**src/rtl/weight_loader_pkg.sv**
```systemverilog
// Shared configuration for the weight loader: array geometry, FIFO depth and FSM encoding.
// Pulled into every weight_loader file with import weight_loader_pkg::*.
package weight_loader_pkg;

  localparam int sys_cols       = 4;
  localparam int W_BITWIDTH     = 8;
  localparam int w_buffer_depth = 2;

  localparam int WL_OCC_W  = $clog2(w_buffer_depth + 1);
  localparam int WL_COL_W  = (sys_cols > 1) ? $clog2(sys_cols) : 1;
  localparam int WL_NCOL_W = $clog2(sys_cols + 1);

  typedef enum logic [1:0] {
    WL_IDLE,
    WL_LOAD,
    WL_PAD,
    WL_DONE
  } wl_state_t;

endpackage

```
**src/rtl/weight_loader_occ_counter.sv**
```systemverilog
// Row occupancy of the weight FIFO bank: +1 per row started, -1 per row retired.
// Simultaneous inc/dec holds; a decrement at zero is ignored.
module wl_occ_counter #(
  parameter int DEPTH = 2
) (
  input  logic                       clk,
  input  logic                       rst,
  input  logic                       i_inc,
  input  logic                       i_dec,
  output logic [$clog2(DEPTH+1)-1:0] o_occ,
  output logic                       o_full
);

  localparam int OCC_W = $clog2(DEPTH + 1);

  logic [OCC_W-1:0] r_occ;

  always_ff @(posedge clk or posedge rst) begin
    if (rst) begin
      r_occ <= '0;
    end else if (i_inc && !i_dec) begin
      r_occ <= r_occ + OCC_W'(1);
    end else if (!i_inc && i_dec && (r_occ != '0)) begin
      r_occ <= r_occ - OCC_W'(1);
    end
  end

  assign o_occ  = r_occ;
  assign o_full = (r_occ == OCC_W'(DEPTH));

endmodule

```
**src/rtl/weight_loader.sv**
```systemverilog
// Steers a row-major weight stream into per-column FIFO write enables, throttled by FIFO row occupancy.
// Optional zero padding of short rows is enabled with the WLOAD_ZERO_PAD_EN macro.
module weight_loader
  import weight_loader_pkg::*;
#(
  parameter int DEPTH = w_buffer_depth,
  parameter int ROW_W = 16
) (
  input  logic                                    clk,
  input  logic                                    rst,
  input  logic                                    start,
  input  logic [ROW_W-1:0]                        num_rows,
  input  logic [WL_NCOL_W-1:0]                    num_cols,
  input  logic                                    s_valid,
  output logic                                    s_ready,
  input  logic [W_BITWIDTH-1:0]                   s_data,
  input  logic                                    wb_last_valid,
  output logic [sys_cols-1:0]                     wr_en,
  output logic [sys_cols-1:0][W_BITWIDTH-1:0]     wr_data,
  output logic                                    busy,
  output logic                                    done,
  output logic [$clog2(DEPTH+1)-1:0]              occupancy,
  output wl_state_t                               dbg_state
);

  // Stream handshake: a beat transfers on a rising clk edge where s_valid & s_ready are both high;
  // s_ready depends only on registered state, never on s_valid.

  localparam logic [WL_COL_W-1:0] COLS_LAST = WL_COL_W'(sys_cols - 1);

  wl_state_t                              r_state, w_next_state;
  logic [WL_COL_W-1:0]                    r_col_cnt, w_col_next;
  logic [ROW_W-1:0]                       r_row_cnt, w_row_next;
  logic [ROW_W-1:0]                       r_num_rows;
  logic                                   r_fin, w_fin_next;
  logic [sys_cols-1:0]                    r_wr_en;
  logic [sys_cols-1:0][W_BITWIDTH-1:0]    r_wr_data;
  logic                                   w_wr_hit;
  logic [W_BITWIDTH-1:0]                  w_wr_val;
  logic [WL_COL_W-1:0]                    w_last_col;
  logic                                   w_accept, w_full, w_row_last, w_beats_last, w_pad_more;

`ifdef WLOAD_ZERO_PAD_EN
  logic [WL_COL_W-1:0] r_last_col;

  always_ff @(posedge clk or posedge rst) begin
    if (rst) begin
      r_last_col <= COLS_LAST;
    end else if ((r_state == WL_IDLE) && start) begin
      if ((num_cols == '0) || (num_cols > WL_NCOL_W'(sys_cols))) begin
        r_last_col <= COLS_LAST;
      end else begin
        r_last_col <= WL_COL_W'(num_cols - WL_NCOL_W'(1));
      end
    end
  end

  assign w_last_col = r_last_col;
`else
  logic w_unused_cols;
  assign w_unused_cols = ^num_cols;
  assign w_last_col    = COLS_LAST;
`endif

  // A new row may only begin when the bank has a free row slot.
  assign s_ready      = (r_state == WL_LOAD) && !r_fin && !((r_col_cnt == '0) && w_full);
  assign w_accept     = s_valid && s_ready;
  assign w_row_last   = (r_row_cnt == (r_num_rows - ROW_W'(1)));
  assign w_beats_last = (r_col_cnt == w_last_col);
  assign w_pad_more   = (w_last_col != COLS_LAST);

  always_comb begin
    w_next_state = r_state;
    w_col_next   = r_col_cnt;
    w_row_next   = r_row_cnt;
    w_fin_next   = r_fin;
    w_wr_hit     = 1'b0;
    w_wr_val     = s_data;
    unique case (r_state)
      WL_IDLE: begin
        if (start) begin
          w_col_next   = '0;
          w_row_next   = '0;
          w_fin_next   = 1'b0;
          w_next_state = (num_rows != '0) ? WL_LOAD : WL_DONE;
        end
      end
      WL_LOAD: begin
        // r_fin marks the cycle the final write is on the bus; done follows it.
        if (r_fin) begin
          w_next_state = WL_DONE;
        end else if (w_accept) begin
          w_wr_hit = 1'b1;
          if (w_beats_last && w_pad_more) begin
            w_col_next   = r_col_cnt + WL_COL_W'(1);
            w_next_state = WL_PAD;
          end else if (w_beats_last) begin
            w_col_next = '0;
            w_row_next = r_row_cnt + ROW_W'(1);
            w_fin_next = w_row_last;
          end else begin
            w_col_next = r_col_cnt + WL_COL_W'(1);
          end
        end
      end
      WL_PAD: begin
        w_wr_hit = 1'b1;
        w_wr_val = '0;
        if (r_col_cnt == COLS_LAST) begin
          w_col_next   = '0;
          w_row_next   = r_row_cnt + ROW_W'(1);
          w_fin_next   = w_row_last;
          w_next_state = WL_LOAD;
        end else begin
          w_col_next = r_col_cnt + WL_COL_W'(1);
        end
      end
      WL_DONE: begin
        w_next_state = WL_IDLE;
      end
      default: begin
        w_next_state = WL_IDLE;
      end
    endcase
  end

  always_ff @(posedge clk or posedge rst) begin
    if (rst) begin
      r_state    <= WL_IDLE;
      r_col_cnt  <= '0;
      r_row_cnt  <= '0;
      r_num_rows <= '0;
      r_fin      <= 1'b0;
      r_wr_en    <= '0;
      r_wr_data  <= '0;
    end else begin
      r_state   <= w_next_state;
      r_col_cnt <= w_col_next;
      r_row_cnt <= w_row_next;
      r_fin     <= w_fin_next;
      r_wr_en   <= w_wr_hit ? (sys_cols'(1) << r_col_cnt) : '0;
      if ((r_state == WL_IDLE) && start) begin
        r_num_rows <= num_rows;
      end
      if (w_wr_hit) begin
        r_wr_data[r_col_cnt] <= w_wr_val;
      end
    end
  end

  wl_occ_counter #(
    .DEPTH(DEPTH)
  ) u_occ (
    .clk   (clk),
    .rst   (rst),
    .i_inc (w_accept && (r_col_cnt == '0)),
    .i_dec (wb_last_valid),
    .o_occ (occupancy),
    .o_full(w_full)
  );

  assign wr_en     = r_wr_en;
  assign wr_data   = r_wr_data;
  assign busy      = (r_state != WL_IDLE);
  assign done      = (r_state == WL_DONE);
  assign dbg_state = r_state;

endmodule
```
**config.mk**
```make
export PLATFORM = sky130hd
export DESIGN_NAME = weight_loader
export DESIGN_NICKNAME = d
export VERILOG_FILES = /design/src/rtl/weight_loader_pkg.sv /design/src/rtl/weight_loader_occ_counter.sv /design/src/rtl/weight_loader.sv
export SDC_FILE = /design/constraint.sdc
export NUM_CORES = 1
export LEC_CHECK = 0
export ABC_AREA = 1
export CORE_ASPECT_RATIO = 0.8
export CORE_MARGIN = 8
export CORE_UTILIZATION = 52
export CTS_CLUSTER_SIZE = 30
export DETAILED_ROUTE_END_ITERATION = 6
export MAX_ROUTING_LAYER = met4
export PLACE_DENSITY = 0.8
export SLEW_MARGIN = 20
export SYNTH_ARGS = -nofsm -noshare
export SYNTH_HDL_FRONTEND = slang
export SYNTH_SLANG_ARGS = --single-unit
```
**constraint.sdc**
```tcl
create_clock -name clk -period 3.3 [get_ports clk]
set_input_delay 0.66 -clock clk [delete_from_list [all_inputs] [get_ports clk]]
set_output_delay 0.66 -clock clk [all_outputs]
set_load 0.02 [all_outputs]
```
==> impl_results.md <==
* Die area at 0.0107 mm²
* Initial standard-cell utilization of the core at 53.8%
* Number of global-route vias before repair at 3328
* Remaining global-route overflow at 0
* Run status: completed
* # resized after CTS at 0
* Min-delay worst type: in2async
* Floorplan row count at 28
* Total routing usage reported by global routing at 19.4%
* Transition time at the pin with the least slew margin at 0.704 ns
* Number of nets with antenna violations after detailed routing at 0
* Kind of start point of the critical path: register
* Time the final worst path needs with I/O delays and setup at 2.83 ns
* Core ar. at 0.00739 mm²
* Via count of the routed design at 3317
* Critical path type: reg2out
* Path depth of the worst reg2reg path at 9
* Number of nets in the finished design at 583
* Count of TritonRoute iterations in the first routing pass at 4
* Post-Route Skew at 0.0142 ns
* Detail-routed via count per cell at 5.10
* Post-Route Setup TNS at 0 ns
* Synthesized instance count at 462
* Global-route wire length before repair at 16000 µm
* Inserted Clock Buffers at 9
* Utilization after layout at 67.5%
* Critical-path maximum fanout at 5
* Setup repair bufs after CTS at 0
* Die Height at 94.2 µm
* Internal portion of total power at 2520 µW
* Arrival time of data at the critical path endpoint at 2.17 ns
* Combinational power share at 50.8%
* Cell types occupying the most area after synthesis: dfrtp_1 47%, mux2_2 11%, nand2_1 9.0%, inv_1 5.8%, nor2_1 5.6%
* Fraction of the yosys area taken by sequential cells at 47.2%
* Worst slack on hold paths at 0.511 ns
* Relative contribution of sequential cells to total power at 34.4%
* Slew HR at 53.0%
* Post-synthesis instance area at 0.00398 mm²
* Fraction of final layout cells with drive strength greater than 1 at 13.2%
* Async SR Flop Fraction at 100%
* Drt wl/cell at 14.9 µm
* I/O Pins at 75
* Reg2Reg Capture Point: wr_data[4]$_DFFE_PP0P_
* Synth top area share at 47.2%
* Worst R2R Start: dbg_state[1]$_DFFE_PP0P_
* Flip-flop cell with the highest count after synthesis: dfrtp_1
* # diodes at 0
* Hold buffers post-CTS at 0
* EDFF count, synth at 0
* Clock latency on the worst-skew pair at 0.35 ns
* Horiz. Die Dim at 114 µm
* Total detailed-routing wirelength at 9700 µm
* Seq cells post-synth at 75
* Pin count of the biggest net entering global routing at 46
* H-Tree Depth at 3
* Number of pins exceeding their max-slew limit in the final report at 0
* Buffer depth of the longest clock path at 2
* Area growth from synthesis to final layout at 25.5%
* Final worst-path cycle share at 85.8%
* Power density of the placed cells at 891 mW/mm²
* Post-CTS clock slew at the launch and capture registers of the worst setup and hold paths at 0.09 ns
* Number of unique standard cell types used by synthesis at 30
* Total half-perimeter wirelength after legalization and detailed placement at 7390 µm
* Final-report hold violation count at 0
* Clock share of power at 14.8%
* Leakage power of the design at 0.00238 µW
* Detailed-route DRC error count at 0
* Timing-limited maximum frequency at 0.353 GHz
* Final-report setup violation count at 0
* Number of warnings printed during yosys synthesis at 0
* Max rail drop VDD at 0.609 mV
* Weighted congestion at the end of routability-driven global placement at 0.897
* Max-cap check violation count at 0
* Unrepaired setup endpoints after global routing: false
* Clock tree from TritonCTS: built
* Net count after synthesis at 505
* Critical path required time at 2.64 ns
* 1st-iter DRT viols at 205
* Dominant cell type by area after synthesis: dfrtp_1
* Slack of the worst reg-to-reg path at 0.78 ns
* Non-filler instance count after layout at 650
* Switching share of power at 43.2%
* CP Capture Type: output port
* Count of clock tree sinks at 75
* Syn Area/Cell at 8.61 µm²
* Total of buffers placed on input and output ports at 71
* Antenna violations before repair at 0
* Switching Power at 1920 µW
* Placed Cells incl. Taps at 634
* Cell at the root of the clock tree: clkbuf_8
==> worst max-delay path: stages (launching register included) <==
cell	delay (ns)
dfrtp_1	0.45
inv_1	0.13
ha_1	0.24
inv_1	0.11
nor2_2	0.15
nand2_1	0.07
inv_1	0.06
clkdlybuf4s50_1	0.61
==> state kept, by name, indices dropped and copies added, names as in the netlist <==
signal       count
wr_data         32
r_num_rows      16
r_row_cnt       16
wr_en            4
dbg_state        2
r_col_cnt        2
u_occ.o_occ      2
r_fin            1
==> cells in the mapped netlist (5+ instances only) <==
master,count
mux2_2,38
dfrtp_1,75
nor2_1,59
xor2_1,10
nand3_1,34
o21ai_0,18
ha_1,11
inv_1,61
a21oi_1,15
nand2_1,95
xnor2_1,5
nor2_2,6
==> how the worst max path moves through the flow <==
stage	startpoint	slack (ns)	to	depth (start not counted)
floorplan	rst	0.73	dbg_state[0]$_DFFE_PP0P_	1
CTS	dbg_state[1]$_DFFE_PP0P_	0.46	s_ready	7
global placement	start	0.77	r_row_cnt[14]$_DFFE_PP0P_	9
finish	dbg_state[1]$_DFFE_PP0P_	0.47	s_ready	7
global route	dbg_state[1]$_DFFE_PP0P_	0.32	s_ready	7
detailed placement	start	0.74	r_row_cnt[4]$_DFFE_PP0P_	10
==> kinds of logic after synthesis <==
logic type | share of synthesized area, %
AO/OA/AOI/OAI | 5.44
XOR/XNOR | 3.30
adder cells (fa/ha/maj) | 3.46
buffers and inverters | 6.48
flip-flops | 47.2
multiplexers | 10.8
AND/OR/NAND/NOR | 23.4
==> layout by cell type (no fill, tap or decap), types with 2 or more instances in the layout <==
master	Yosys	layout
or2_2	2	2
a31oi_1	2	2
buf_4	0	2
xnor2_1	5	5
nand4_1	3	3
nor4_1	2	2
nand2_1	95	95
inv_1	61	60
nand3b_1	4	4
ha_1	11	11
nor2_1	59	59
inv_6	0	3
xor2_1	10	10
a21oi_1	15	15
nor2_2	6	6
mux2_2	38	38
clkdlybuf4s50_1	0	71
nor3_1	4	4
nor3_2	2	2
clkinv_4	0	2
clkbuf_8	0	9
inv_2	1	2
nand3_1	34	34
dfrtp_1	75	75
o21ai_0	18	18
clkinvlp_4	0	2
nand2_2	3	3
==> metrics by stage <==
stage                     total power (µW)  worst slack (ns)  instance area [µm²]
after global routing                  4760             0.321                 4990
after detailed placement              3800             0.737                 4810
after global placement                3710             0.769                 4810
final                                 4450             0.468                 4990
after floorplan                       2930             0.730                 3980
after CTS                             4480             0.460                 4990
==> area by class of cell <==
| type | instances | area, µm² |
|---|---|---|
| Clock buffer | 9 | 124 |
| Clock inverter | 7 | 58.8 |
| Fill cell | 584 | 2400 |
| Inverter | 62 | 233 |
| Multi-Input combinational cell | 319 | 1840 |
| Sequential cell | 75 | 1880 |
| Tap cell | 105 | 131 |
| Timing Repair Buffer | 73 | 726 |
==> layer usage <==
metal	vias up	GRT usage, %	share of wire [%]
met1	1561	24.8	47
met2	96	29.6	46
met4	0	7.85	2.5
met3	18	3.79	5.1
li1	1642	-	-
met5	-	-	0
==> power groups by stage <==
stage          combinational (µW)  sequential, µW  clock (µW)
6_report                     2260            1530         658
5_1_grt                      2480            1570         709
4_1_cts                      2270            1530         680
3_5_place_dp                 2260            1540           0
3_3_place_gp                 2190            1520           0
2_1_floorplan                1190            1740           0
Note: power is estimated with default switching activity, not from simulation.
